<file path="src/rtl/mips_fetch_pkg.sv">
// Shared types and constants for the MIPS-style fetch front end.
package mips_fetch_pkg;

  localparam int PC_WIDTH_DEF    = 32;
  localparam int FETCH_LAT_DEF   = 2;
  localparam int JUMP_REGION_MSB = 28;

  typedef enum logic [1:0] {
    IDLE,
    ISSUE,
    WAIT,
    VALID
  } fetch_state_t;

endpackage

</file>
<file path="src/rtl/pc_fetch_unit_if.sv">
// Fetch-unit <-> instruction memory / decode bundle.
// Optional ADDR_RANGE_CHECK_EN adds the addr_fault flag.
interface pc_fetch_unit_if #(
  parameter int PC_WIDTH = 32,
  parameter int AW       = 3
);
  logic                start;
  logic [AW-1:0]       read_address;
  logic [PC_WIDTH-1:0] pc;
  logic [PC_WIDTH-1:0] pc_plus4;
  logic                fetch_valid;
  logic                fetch_ready;
  logic                stall;
  logic                branch_taken;
  logic [15:0]         branch_offset;
  logic                jump;
  logic [25:0]         jump_target;
`ifdef ADDR_RANGE_CHECK_EN
  logic                addr_fault;
`endif

  modport master (
    input  start, fetch_ready, stall, branch_taken, branch_offset, jump, jump_target,
    output read_address, pc, pc_plus4, fetch_valid
`ifdef ADDR_RANGE_CHECK_EN
    , output addr_fault
`endif
  );

  modport slave (
    output start, fetch_ready, stall, branch_taken, branch_offset, jump, jump_target,
    input  read_address, pc, pc_plus4, fetch_valid
`ifdef ADDR_RANGE_CHECK_EN
    , input addr_fault
`endif
  );

endinterface

</file>
<file path="src/rtl/pc_fetch_unit_pc_next_calc.sv">
// Next-PC selection: jump beats branch, branch beats sequential.
module pc_next_calc
  import mips_fetch_pkg::*;
#(
  parameter int PC_WIDTH = PC_WIDTH_DEF
) (
  input  logic [PC_WIDTH-1:0] pc_plus4,
  input  logic                jump,
  input  logic [25:0]         jump_target,
  input  logic                branch_taken,
  input  logic [15:0]         branch_offset,
  output logic [PC_WIDTH-1:0] next_pc
);

  logic [PC_WIDTH-1:0] branch_disp;

  assign branch_disp = {{(PC_WIDTH-18){branch_offset[15]}}, branch_offset, 2'b00};

  always_comb begin
    next_pc = pc_plus4;
    if (jump)
      next_pc = {pc_plus4[PC_WIDTH-1:JUMP_REGION_MSB], jump_target, 2'b00};
    else if (branch_taken)
      next_pc = pc_plus4 + branch_disp;
  end

endmodule

</file>
<file path="src/rtl/pc_fetch_unit.sv">
// PC register and fetch sequencer in front of a fixed-latency instruction memory.
// Define ADDR_RANGE_CHECK_EN to flag and freeze on out-of-range PCs via addr_fault.
module pc_fetch_unit
  import mips_fetch_pkg::*;
#(
  parameter int                     PC_WIDTH   = PC_WIDTH_DEF,
  parameter int                     IMEM_WORDS = 2,
  parameter int                     FETCH_LAT  = FETCH_LAT_DEF,
  parameter logic [PC_WIDTH-1:0]    RESET_PC   = '0
) (
  input  logic            clk,
  input  logic            rst,
  pc_fetch_unit_if.master bus
);

  localparam int AW = $clog2(IMEM_WORDS*4);
  localparam int CW = (FETCH_LAT > 1) ? $clog2(FETCH_LAT) : 1;
  localparam logic [CW-1:0] CNT_LOAD = CW'(FETCH_LAT-1);

  fetch_state_t        state;
  logic [CW-1:0]       cnt;
  logic [PC_WIDTH-1:0] pc_q;
  logic [PC_WIDTH-1:0] pc_plus4;
  logic [PC_WIDTH-1:0] next_pc;
  logic [PC_WIDTH-1:0] next_aligned;
  logic                valid_q;
  logic                accept;

  assign pc_plus4     = pc_q + PC_WIDTH'(4);
  assign next_aligned = next_pc & ~PC_WIDTH'(3);
  assign accept       = valid_q & bus.fetch_ready & ~bus.stall;

  pc_next_calc #(.PC_WIDTH(PC_WIDTH)) u_next (
    .pc_plus4      (pc_plus4),
    .jump          (bus.jump),
    .jump_target   (bus.jump_target),
    .branch_taken  (bus.branch_taken),
    .branch_offset (bus.branch_offset),
    .next_pc       (next_pc)
  );

  assign bus.pc           = pc_q;
  assign bus.pc_plus4     = pc_plus4;
  assign bus.read_address = pc_q[AW-1:0];
  assign bus.fetch_valid  = valid_q;

`ifdef ADDR_RANGE_CHECK_EN
  localparam logic [PC_WIDTH:0] IMEM_BYTES = (PC_WIDTH+1)'(IMEM_WORDS*4);
  logic fault_q;
  assign bus.addr_fault = fault_q;
`endif

  // The WAIT counter is loaded with FETCH_LAT-1 so WAIT lasts exactly FETCH_LAT cycles.
  always_ff @(posedge clk) begin
    if (rst) begin
      state   <= IDLE;
      cnt     <= '0;
      pc_q    <= RESET_PC;
      valid_q <= 1'b0;
`ifdef ADDR_RANGE_CHECK_EN
      fault_q <= 1'b0;
`endif
    end else begin
      case (state)
        IDLE: begin
          if (bus.start)
            state <= ISSUE;
        end
        ISSUE: begin
`ifdef ADDR_RANGE_CHECK_EN
          if (!fault_q) begin
            cnt   <= CNT_LOAD;
            state <= WAIT;
          end
`else
          cnt   <= CNT_LOAD;
          state <= WAIT;
`endif
        end
        WAIT: begin
          if (cnt == '0) begin
            state   <= VALID;
            valid_q <= 1'b1;
          end else begin
            cnt <= cnt - CW'(1);
          end
        end
        VALID: begin
          if (accept) begin
            pc_q    <= next_aligned;
            valid_q <= 1'b0;
            state   <= ISSUE;
`ifdef ADDR_RANGE_CHECK_EN
            fault_q <= ({1'b0, next_aligned} >= IMEM_BYTES);
`endif
          end
        end
        default: state <= IDLE;
      endcase
    end
  end

endmodule
</file>
<file path="src/flat_wrapper.sv">
// flat-port wrapper written by rule: the top's interface ports become plain ports
module pc_fetch_unit_flat import mips_fetch_pkg::*;
#(
  parameter int                     PC_WIDTH   = PC_WIDTH_DEF,
  parameter int                     IMEM_WORDS = 2,
  parameter int                     FETCH_LAT  = FETCH_LAT_DEF,
  parameter logic [PC_WIDTH-1:0]    RESET_PC   = '0
)
  (clk, rst, bus_start, bus_fetch_ready, bus_stall, bus_branch_taken, bus_branch_offset, bus_jump, bus_jump_target, bus_read_address, bus_pc, bus_pc_plus4, bus_fetch_valid);
  pc_fetch_unit_if #(.PC_WIDTH(PC_WIDTH)) bus_i ();
  input  logic clk;
  input  logic rst;
  input wire logic [$bits(bus_i.start)-1:0] bus_start;
  input wire logic [$bits(bus_i.fetch_ready)-1:0] bus_fetch_ready;
  input wire logic [$bits(bus_i.stall)-1:0] bus_stall;
  input wire logic [$bits(bus_i.branch_taken)-1:0] bus_branch_taken;
  input wire logic [$bits(bus_i.branch_offset)-1:0] bus_branch_offset;
  input wire logic [$bits(bus_i.jump)-1:0] bus_jump;
  input wire logic [$bits(bus_i.jump_target)-1:0] bus_jump_target;
  output wire logic [$bits(bus_i.read_address)-1:0] bus_read_address;
  output wire logic [$bits(bus_i.pc)-1:0] bus_pc;
  output wire logic [$bits(bus_i.pc_plus4)-1:0] bus_pc_plus4;
  output wire logic [$bits(bus_i.fetch_valid)-1:0] bus_fetch_valid;
  assign bus_i.start = bus_start;
  assign bus_i.fetch_ready = bus_fetch_ready;
  assign bus_i.stall = bus_stall;
  assign bus_i.branch_taken = bus_branch_taken;
  assign bus_i.branch_offset = bus_branch_offset;
  assign bus_i.jump = bus_jump;
  assign bus_i.jump_target = bus_jump_target;
  assign bus_read_address = bus_i.read_address;
  assign bus_pc = bus_i.pc;
  assign bus_pc_plus4 = bus_i.pc_plus4;
  assign bus_fetch_valid = bus_i.fetch_valid;
  pc_fetch_unit #(.PC_WIDTH(PC_WIDTH), .IMEM_WORDS(IMEM_WORDS), .FETCH_LAT(FETCH_LAT), .RESET_PC(RESET_PC)) u_core (.clk(clk), .rst(rst), .bus(bus_i));
endmodule
</file>
<file path="config.mk">
export PLATFORM = sky130hd
export DESIGN_NAME = pc_fetch_unit_flat
export DESIGN_NICKNAME = d
export VERILOG_FILES = /design/src/rtl/mips_fetch_pkg.sv /design/src/rtl/pc_fetch_unit_if.sv /design/src/rtl/pc_fetch_unit_pc_next_calc.sv /design/src/rtl/pc_fetch_unit.sv /design/src/flat_wrapper.sv
export SDC_FILE = /design/constraint.sdc
export NUM_CORES = 1
export LEC_CHECK = 0
export CAP_MARGIN = 20
export CORE_MARGIN = 2
export CORE_UTILIZATION = 35
export CTS_BUF_LIST = sky130_fd_sc_hd__clkbuf_2 sky130_fd_sc_hd__clkbuf_4 sky130_fd_sc_hd__clkbuf_8
export DETAILED_ROUTE_END_ITERATION = 8
export SYNTH_ARGS = -nofsm -noshare
export SYNTH_HDL_FRONTEND = slang
export SYNTH_SLANG_ARGS = --single-unit
</file>
<file path="constraint.sdc">
create_clock -name clk -period 4.9 [get_ports clk]
set_clock_uncertainty 0.15 [all_clocks]
set_input_delay 1.47 -clock clk [delete_from_list [all_inputs] [get_ports clk]]
set_output_delay 1.47 -clock clk [all_outputs]
set_load 0.005 [all_outputs]
</file>
==> metrics.md, run 1 <==
| Metric | Value |
|---|---|
| Status | finished clean |
| Most frequent cells in the layout | clkdlybuf4s50_1, nor2_1, a21oi_1 |
| Critical path fanouts, max | 2 |
| Core area | 10,900 um^2 |
| Vias/cell | 5.38 |
| Total Wirelength | 13,600 um |
| CP max-delay cell | or4_1 |
| Die width | 110 um |
| Leak | 0.00251 uW |
| Largest net degree at the start of global routing | 34 |
| Layout cell share with drive strength beyond 1 | 0.119 |
| Iter 0 DRT Violations | 205 |
| Tmin final | 4.76 ns |
| Synth area leader | dfxtp_1 |
| Gpl congestion | 0.888 |
| Final Util | 0.519 |
| Req. time, crit path | 4.92 ns |
| Number of fill cells | 1,089 |
| Hold_buf cts | 0 |
| Post-DRT Antenna Nets | 0 |
| Port Buffers | 110 |
| Cell Area, Placed | 5520 um^2 |
| Actual slew at the worst max-slew pin | 0.610 ns |
| Starting Density | 0.361 |
| Die height | 110 um |
| Fraction of the mapped netlist area in compound gates | 0.262 |
| Row Count | 38 |
| Layout net count | 786 |
| Global-route wire length before repair | 21,200 um |
| Max Cap Violations | 0 |
| Crit path cell chain | clkdlybuf4s50_1 -> ha_1 -> and2_4 -> a221o_1 -> a221oi_2 -> inv_1 -> a31o_1 -> o211a_1 -> o31a_1 -> or4_1 -> a21oi_2 -> mux2_1 |
| Post-synthesis async set-or-reset flop share | 0 |
| Number of distinct library cells after synthesis | 62 |
| Clk root buf | clkbuf_8 |
| Main combinational cell family by area after synthesis | compound AO/OA/AOI/OAI gates |
| Synthesized instance count | 545 |
| Sw power | 262 uW |
| Int Power | 552 uW |
| Worst hold path type | reg2reg |
| Area grow syn2layout | 43.7% |
| Sequential share of the synthesized area | 0.173 |
| Unrepaired setup endpoints after global routing | false |
| Synthesized area per cell | 7.21 um^2 |
| Clock Path Buffers | 2 |
| Clock sink total | 34 |
| Slew Viols, Final | 0 |
| Post-synth EDFFs | 0 |
| Max-Slew Margin vs Limit | 0.588 |
| DR DRC count | 0 |
| Startpoint Class | input port |
| Comb pwr share | 0.346 |
| PwrDens | 144 nW/um^2 |
| Yosys reg bits | 34 |
| Worst path arrival time | 4.78 ns |
| Post-synthesis simple-gate area fraction | 0.227 |
| Clock Pin Slew Worst Setup and Hold Paths | 0.07 ns |
| Flop pwr share | 0.384 |
| # IOs | 117 |
| Final setup fails | 0 |
| Routed vias | 4,499 |
| Mux cell area share after synthesis | 0.0312 |
| Net Sw Frac | 0.322 |
| TritonCTS clock tree | built |
| Drt first pass iters | 6 |
| Final Hold Viols | 0 |
| Total global routing overflow | 0 |
| Fmax | 0.210 GHz |
| Synth Area in XOR/XNOR | 0.120 |
| Multi-input gate area in the final layout | 3090 um^2 |
| Final Instance Area | 5650 um^2 |
| Die area | 12,100 um^2 |
| Number of global-route vias before repair | 4,213 |
| Commonest non-fill, non-tap cell in the layout | clkdlybuf4s50_1 |
| Max incr delay on CP | 0.49 ns |
| Top cell type's share of synthesized area | 0.173 |
| Hpwl dp | 10,900 um |
| Yosys synthesis warning count | 0 |
| Register area | 681 um^2 |
| Clk_lat worst skew | 0.28 ns |
| Initial antenna violation count | 0 |
| Predominant post-synthesis flop cell | dfxtp_1 |
| Adder-Cell Fraction of Synth Area | 0.132 |
| # diodes | 0 |
| Synth top area cells | dfxtp_1, ha_1, a21oi_1 |
| Overall global routing resource usage | 0.225 |
| Post-synthesis cell area | 3930 um^2 |
| CTS Buf Count | 5 |
| Final period utilization | 0.971 |
| Clock power frac | 0.270 |
| Worst Setup End Kind | flop |
| H-tree levels | 2 |
| Routed WL per cell | 16.2 um |
| Peak supply drop | 129 uV |
| CP Class | in2reg |
==> layout make-up <==
| cell class | count | share of cell area |
|---|---|---|
| clock buffers | 7 | 0.0159 |
| clock inverters | 1 | 0.000886 |
| inverters | 18 | 0.0120 |
| multi-input cells | 469 | 0.548 |
| flip-flops and latches | 34 | 0.120 |
| well taps | 140 | 0.0310 |
| repair buffers | 168 | 0.272 |
==> worst max-delay path, delay by kind of cell <==
kind / cells / cell delay, ns
mux: 1 / 0.33
compound gates: 6 / 1.51
fa+ha+maj: 1 / 0.34
simple gates: 2 / 0.64
buf+inv: 2 / 0.50
==> power groups by stage <==
stage	combinational (uW)	sequential, uW	clock [uW]
finish	282	312	220
global route	317	316	242
CTS	282	312	225
detailed placement	280	319	0
global placement	273	317	0
floorplan	164	315	0
==> cell usage after synthesis, types with 5 or more instances <==
master / number
nor2_1: 71
a21oi_1: 60
nand2_1: 53
ha_1: 40
dfxtp_1: 34
o21ai_0: 29
xnor2_1: 29
xor2_1: 25
clkbuf_1: 18
a21o_1: 16
inv_1: 16
and3_1: 13
nand3_1: 12
nor3_1: 12
a211oi_1: 10
mux2i_1: 10
nand4_1: 8
buf_4: 7
and2_1: 6
nand2b_1: 5
o211ai_1: 5
o31ai_1: 5
==> sequential cells by signal (all words and copies together) (netlist names) <==
name,count
u_core.cnt,1
u_core.bus.pc,30
u_core.bus.fetch_valid,1
u_core.state,2
==> cell families after synthesis <==
group                      count (synthesis)
DFF                                       34
muxes                                     12
adders and majority gates                 41
other                                      1
AOI/OAI and AO/OA                        161
xor gates and xnor gates                  54
buffers and inverters                     47
and+or+nand+nor                          195
==> per-layer routing <==
| metal | share of wire | routed length [um] | track usage | vias to the layer above |
|---|---|---|---|---|
| met1 | 0.46 | 6260 | 0.315 | 2070 |
| met4 | 0.014 | 190 | 0.0479 | 0 |
| met5 | 0 | 0 | 0 | - |
| met3 | 0.068 | 927 | 0.0362 | 16 |
| met2 | 0.46 | 6180 | 0.362 | 165 |
| li1 | - | - | - | 2248 |
==> path summary, 6_finish.rpt <==
kind,from,to,slack [ns],cells after the start
worst max-delay path,bus_branch_offset[11],u_core.bus.pc[31],0.14,12
worst min-delay path,u_core.cnt,u_core.cnt,0.36,2
worst max register to register,u_core.bus.pc[3],u_core.bus.pc[31],0.27,16
worst min register to register,u_core.cnt,u_core.cnt,0.36,2
==> metrics by stage <==
step	cells	hold slack, ns	total power [uW]	TNS, ns	setup slack [ns]
5_1_grt	837	0.399	874	0	0.0164
2_1_floorplan	550	0.334	479	0	0.339
4_1_cts	836	0.361	819	0	0.136
6_report	837	0.365	814	0	0.140
3_5_place_dp	828	0.351	598	-0.130	-0.130
3_3_place_gp	828	0.344	589	-0.117	-0.117
==> what timing repair did <==
action / 4_1_cts / 5_1_grt
resized for setup: 0 / 7
setup endpoints to repair: 0 / 3
buffers inserted: 0 / 1
Note: power is estimated with default switching activity, not from simulation.
==> run 2, diff against run 1 <==
clock period = 6.1 ns   (was 4.9 ns; I/O delays follow)
==> run 2 against run 1 <==
Net effect:
- core utilization is 3.7 points lower
- critical path depth stayed put
- die area stayed put
- first-iteration DRC count is 14% lower
- cell count is 6.2% lower
- clock power is 6% lower
- largest power group unchanged
==> metrics.md, run 2 (synthesis results as in run 1) <==
| Metric | Value |
|---|---|
| Placed Instances | 777 (was 828) |
| R2r setup slk | 1.03 ns (was 0.27 ns) |
| Clk_lat worst skew | 0.29 ns (was 0.28 ns) |
| Largest net degree at the start of global routing | 40 (was 34) |
| Metal-1 WL | 6060 um (was 6260 um) |
| Iter 0 DRT Violations | 176 (was 205) |
| Peak supply drop | 87.8 uV (was 129 uV) |
| Hpwl dp | 10,100 um (was 10,900 um) |
| Final period utilization | 0.867 |
| Routed WL per cell | 16.4 um (was 16.2 um) |
| Critical path's most frequent cell | a21oi_1 |
| # resized after CTS | 0 (unchanged) |
| Total negative slack | 0 ns (unchanged) |
| Buf+Inv Stages, Crit Path | 1 (was 2) |
| Most frequent cells in the layout | clkdlybuf4s50_1, nor2_1, a21oi_1 (unchanged) |
| Max reg flops | 30 (unchanged) |
| Critical path fanouts, max | 4 (was 2) |
| Drt first pass iters | 4 (was 6) |
| Min Hold Slack | 0.363 ns (was 0.365 ns) |
| Die height | 110 um (unchanged) |
| Initial antenna violation count | 0 (unchanged) |
| Clock Pin Slew Worst Setup and Hold Paths | 0.08 ns (was 0.07 ns) |
| Worst Setup EP | u_core.bus.pc[31] (unchanged) |
| CP Class | in2reg (unchanged) |
| Port Buffers | 110 (unchanged) |
| Clk root buf | clkbuf_8 (unchanged) |
| Gpl congestion | 0.846 (was 0.888) |
| Max incr delay on CP | 0.46 ns (was 0.49 ns) |
| Global-route wire length before repair | 20,100 um (was 21,200 um) |
| Max-Slew Margin vs Limit | 0.387 (was 0.588) |
| Worst path arrival time | 5.32 ns (was 4.78 ns) |
| Max Cap Violations | 0 (unchanged) |
| Clock sink total | 34 (unchanged) |
| Die width | 110 um (unchanged) |
| Unrepaired setup endpoints after global routing | false (unchanged) |
| Clock Path Buffers | 2 (unchanged) |
| Reg2reg path depth | 16 (unchanged) |
| Overall global routing resource usage | 0.213 (was 0.225) |
| Total global routing overflow | 0 (unchanged) |
| Reg-to-reg endpoint | u_core.bus.pc[31] (unchanged) |
| Crit path cell chain | clkdlybuf4s50_1 -> ha_1 -> a21oi_1 -> nor2b_1 -> a311o_1 -> a21bo_4 -> a31o_1 -> o211a_1 -> o31a_1 -> or4_1 -> a21oi_1 -> mux2_1 (was clkdlybuf4s50_1 -> ha_1 -> and2_4 -> a221o_1 -> a221oi_2 -> inv_1 -> a31o_1 -> o211a_1 -> o31a_1 -> or4_1 -> a21oi_2 -> mux2_1) |
| CTS Buf Count | 5 (unchanged) |
| Reg2reg start | u_core.bus.pc[2] (was u_core.bus.pc[3]) |
| Finished Layout Cells | 785 (was 837) |
| TritonCTS clock tree | built (unchanged) |
| Post-DRT Antenna Nets | 0 (unchanged) |
| H-tree levels | 2 (unchanged) |
| Hold_buf cts | 0 (unchanged) |
| Setup crit start | bus_branch_offset[1] (was bus_branch_offset[11]) |
| Area grow syn2layout | 33.4% (was 43.7%) |
| Top layer in use | met4 (unchanged) |
| # diodes | 0 (unchanged) |
| Leak | 0.00225 uW (was 0.00251 uW) |
| CP max-delay cell | clkdlybuf4s50_1 (was or4_1) |
| # IOs | 117 (unchanged) |
| Total Wirelength | 12,900 um (was 13,600 um) |
| Slew Viols, Final | 0 (unchanged) |
| Routed vias | 4,237 (was 4,499) |
| Delay-heaviest family, CP | compound AO/OA/AOI/OAI gates (unchanged) |
| Layout net count | 734 (was 786) |
| Tmin final | 5.29 ns |
| Fmax | 0.189 GHz |
| Core area | 10,900 um^2 (unchanged) |
| Req. time, crit path | 6.14 ns (was 4.92 ns) |
| Commonest non-fill, non-tap cell in the layout | clkdlybuf4s50_1 (unchanged) |
| Final Hold Viols | 0 (unchanged) |
| Startpoint Class | input port (unchanged) |
| Number of global-route vias before repair | 4,037 (was 4,213) |
| Met3 WL post-DR | 726 um (was 927 um) |
| Starting Density | 0.361 (unchanged) |
| Row Count | 38 (unchanged) |
| Vias/cell | 5.40 (was 5.38) |
| Worst Setup End Kind | flop (unchanged) |
| Actual slew at the worst max-slew pin | 0.908 ns (was 0.610 ns) |
| CP Depth | 12 (unchanged) |
| Status | finished clean (unchanged) |
| Worst hold path type | reg2reg (unchanged) |
| PwrDens | 127 nW/um^2 (was 144 nW/um^2) |
| Postcts setup bufs | 0 (unchanged) |
| Final setup fails | 0 (unchanged) |
| Met2 WL | 5840 um (was 6180 um) |
| DR DRC count | 0 (unchanged) |
| Layout cell share with drive strength beyond 1 | 0.0372 (was 0.119) |
| Die area | 12,100 um^2 (unchanged) |
[run 2: area by class of cell]
| cell class | count | area, um^2 |
|---|---|---|
| fillers | 1109 | 5650 |
| multi-input cells | 469 | 3060 |
| repair buffers | 116 | 1150 |
| flip-flops and latches | 34 | 681 |
| well taps | 140 | 175 |
| clock buffers | 5 | 68.8 |
| inverters | 18 | 67.6 |
| clock inverters | 3 | 40.0 |
[run 2: power breakdown]
group / internal, uW / switching [uW] / leakage (uW)
combinational: 100 / 109 / 0.00191
clock: 120 / 86.7 / 0.0000579
sequential: 236 / 14.1 / 0.000275
total: 457 / 210 / 0.00225
[run 2: tightest hold or removal path, delay by kind of cell, from the launching register on]
kind,cells,cell delay [ns]
DFF,1,0.32
and+or+nand+nor,1,0.10
AOI/OAI and AO/OA,1,0.05
[run 2: routing by layer]
layer  track usage  vias up
li1              -     2136
met1         0.284     1936
met2         0.356      146
met3        0.0279       19
met4        0.0606        0
met5             0        -
[run 2: per-stage QoR]
| stage | cell area, um^2 | total power (uW) | worst slack [ns] | util |
|---|---|---|---|---|
| 3_5_place_dp | 5130 | 464 | 0.547 | 0.471 |
| 3_3_place_gp | 5130 | 459 | 0.608 | 0.471 |
| 6_report | 5240 | 667 | 0.813 | 0.481 |
| 4_1_cts | 5240 | 674 | 0.828 | 0.481 |
| 2_1_floorplan | 3950 | 385 | 1.18 | - |
| 5_1_grt | 5240 | 710 | 0.653 | 0.481 |
[run 2: worst min-delay path by stage]
stage / startpoint / end / slack, ns / depth (start not counted)
floorplan: u_core.cnt / u_core.cnt / 0.33 / 2
finish: u_core.cnt / u_core.cnt / 0.36 / 2
CTS: u_core.cnt / u_core.cnt / 0.36 / 2
global placement: u_core.cnt / u_core.cnt / 0.35 / 2
detailed placement: u_core.cnt / u_core.cnt / 0.36 / 2
global route: u_core.cnt / u_core.cnt / 0.40 / 2
==> run 3, diff against run 2 <==
TNS_END_PERCENT = 20   (was not set)
==> results of run 3 <==
Same layout as run 2: the final DEF is identical, and so are final timing and power.
==> variant, RTL diff (flow settings as in run 2) <==
Re-encode `fetch_state_t` (4 states) as Gray code, 2 bits wide.
--- a/src/rtl/mips_fetch_pkg.sv
+++ b/src/rtl/mips_fetch_pkg.sv
@@ -6,10 +6,10 @@
   localparam int JUMP_REGION_MSB = 28;
 
   typedef enum logic [1:0] {
-    IDLE,
-    ISSUE,
-    WAIT,
-    VALID
+    IDLE  = 2'b00,
+    ISSUE = 2'b01,
+    WAIT  = 2'b11,
+    VALID = 2'b10
   } fetch_state_t;
 
 endpackage
Behaviour: same outputs for any inputs over 10 cycles, from zero or initial values and one cycle with rst high; not proved beyond that.
==> variant against run 2 <==
Routed wire length grew 14%. Synthesized cell count grew 0.18%. Utilization shrank 0.82 points. Area after synthesis grew 1.6%. Cell area grew 1.8%. Total power shrank 15%. Sequential cell count is the same. Setup slack gained 0.30 ns. Sequential share of layout area shrank 0.23 points. Highest routed layer unchanged.
==> variant: results (changes against run 2) <==
- GR Util met1: 34.4% (was 28.4%)
- Synth cell types: 66 (was 62)
- Initial drt markers: 238 (was 176)
- Pint: 0.384 mW (was 0.457 mW)
- Drt total wl: 14700 um (was 12900 um)
- Setup crit start: u_core.bus.pc[2] (was bus_branch_offset[1])
- Synth Area in XOR/XNOR: 10.2% (was 12.0%)
- Drt first pass iters: 5 (was 4)
- Fill cell count: 1166 (was 1109)
- Final HPWL from detailed placement: 11200 um (was 10100 um)
- Routed vias/inst: 5.62 (was 5.40)
- RR Startpoint: u_core.bus.pc[8] (was u_core.bus.pc[2])
- RePlAce Congestion: 0.963 (was 0.846)
- GRT Util Overall: 23.7% (was 21.3%)
- Dpl ws: 0.982 ns (was 0.547 ns)
- Slew at the pin closest to its max-slew limit: 0.681 ns (was 0.908 ns)
- Global Route met2 Usage: 37.8% (was 35.6%)
- Root Driver: clkbuf_8 (unchanged)
- Layout cell share with drive strength beyond 1: 4.92% (was 3.72%)
- Most frequent cells after synthesis: nand2_1 (69), a21oi_1 (49), nor2_1 (43) (was nor2_1 (71), a21oi_1 (60), nand2_1 (53))
- VDD IR max: 0.0000796 V (was 0.0000878 V)
- First-pass GRT wire length: 23600 um (was 20100 um)
- Met3 usage in global routing: 3.94% (was 2.79%)
- Sequential-to-total area share from yosys stat: 17.0% (was 17.3%)
- Vias in the first global route: 4251 (was 4037)
- Max reg flops: 30 (unchanged)
- Synth area leaders: dfxtp_1 (17%), ha_1 (11%), nand2_1 (6.5%), a21oi_1 (6.1%), xnor2_1 (6.1%) (was dfxtp_1 (17%), ha_1 (13%), a21oi_1 (7.6%), nor2_1 (6.8%), xnor2_1 (6.5%))
- Multiplexer area fraction after synthesis: 1.79% (was 3.12%)
- Yosys synthesis warning count: 0 (unchanged)
- Run status: complete, no violations (unchanged)
- Post-synth top flop: dfxtp_1 (unchanged)
- Synth Area in Adders: 11.8% (was 13.2%)
- Largest net degree at the start of global routing: 28 (was 40)
- Hold WC Path Type: flip-flop to flip-flop (unchanged)
- Layout Nets: 736 (was 734)
- Worst R2R Path Depth: 14 (was 16)
- Critical Path AT: 3.01 ns (was 5.32 ns)
- Synth Area in Compound Gates: 30.9% (was 26.2%)
- Period utilization: 81.8% (was 86.7%)
- Reg2reg setup slack: 1.78 ns (was 1.03 ns)
- Setup crit end: bus_pc_plus4[28] (was u_core.bus.pc[31])
- Critical path fanouts, max: 8 (was 4)
- Leak Pwr: 2.23 nW (was 2.25 nW)
- Reg-to-reg critical path endpoint: u_core.bus.pc[31] (unchanged)
## variant: how the worst min path moves through the flow
stage	start	to	slack, ns	cells past startpoint
finish	u_core.bus.fetch_valid	u_core.bus.fetch_valid	0.36	2
global route	u_core.bus.fetch_valid	u_core.bus.fetch_valid	0.39	2
CTS	u_core.bus.pc[22]	u_core.bus.pc[22]	0.35	2
detailed placement	u_core.bus.pc[22]	u_core.bus.pc[22]	0.34	2
global placement	u_core.bus.pc[22]	u_core.bus.pc[22]	0.34	2
floorplan	u_core.bus.pc[22]	u_core.bus.pc[22]	0.32	2
## variant: metal layers
metal / vias up / wire, um
met5: - / 0
met4: 0 / 106
met3: 14 / 749
met2: 131 / 6630
met1: 2098 / 7250
li1: 2219 / -
## variant: power groups by stage
stage	Sequential (mW)	Combinational, mW	Clock, mW
floorplan	0.234	0.0789	0
global placement	0.235	0.141	0
detailed placement	0.235	0.141	0
CTS	0.230	0.142	0.197
global route	0.231	0.157	0.208
finish	0.230	0.142	0.194
## variant: per-stage QoR
step                power [mW]  util [%]  std cells  area [sq um]
finish                   0.566      47.3        794          5330
global route             0.596      47.3        794          5330
floorplan                0.313         -        551          4010
detailed placement       0.377      46.5        786          5240
global placement         0.377      46.5        786          5240
CTS                      0.569      47.3        794          5330
## variant: layout make-up
type	instances	area share (%)
clock inverter	2	0.235
tap	143	3.35
timing repair buffer	121	22.2
sequential	34	12.8
clock buffer	6	1.55
multi-input combinational	471	58.7
inverter	17	1.20
## variant: critical path: stages (launching register included)
cell and delay, ns:
dfxtp_1 0.48, ha_1 0.27, nand4_1 0.20, nor4_2 0.32
buf_4 0.21, and3_1 0.24, nand2_1 0.09, xnor2_1 0.33
clkdlybuf4s50_1 0.57
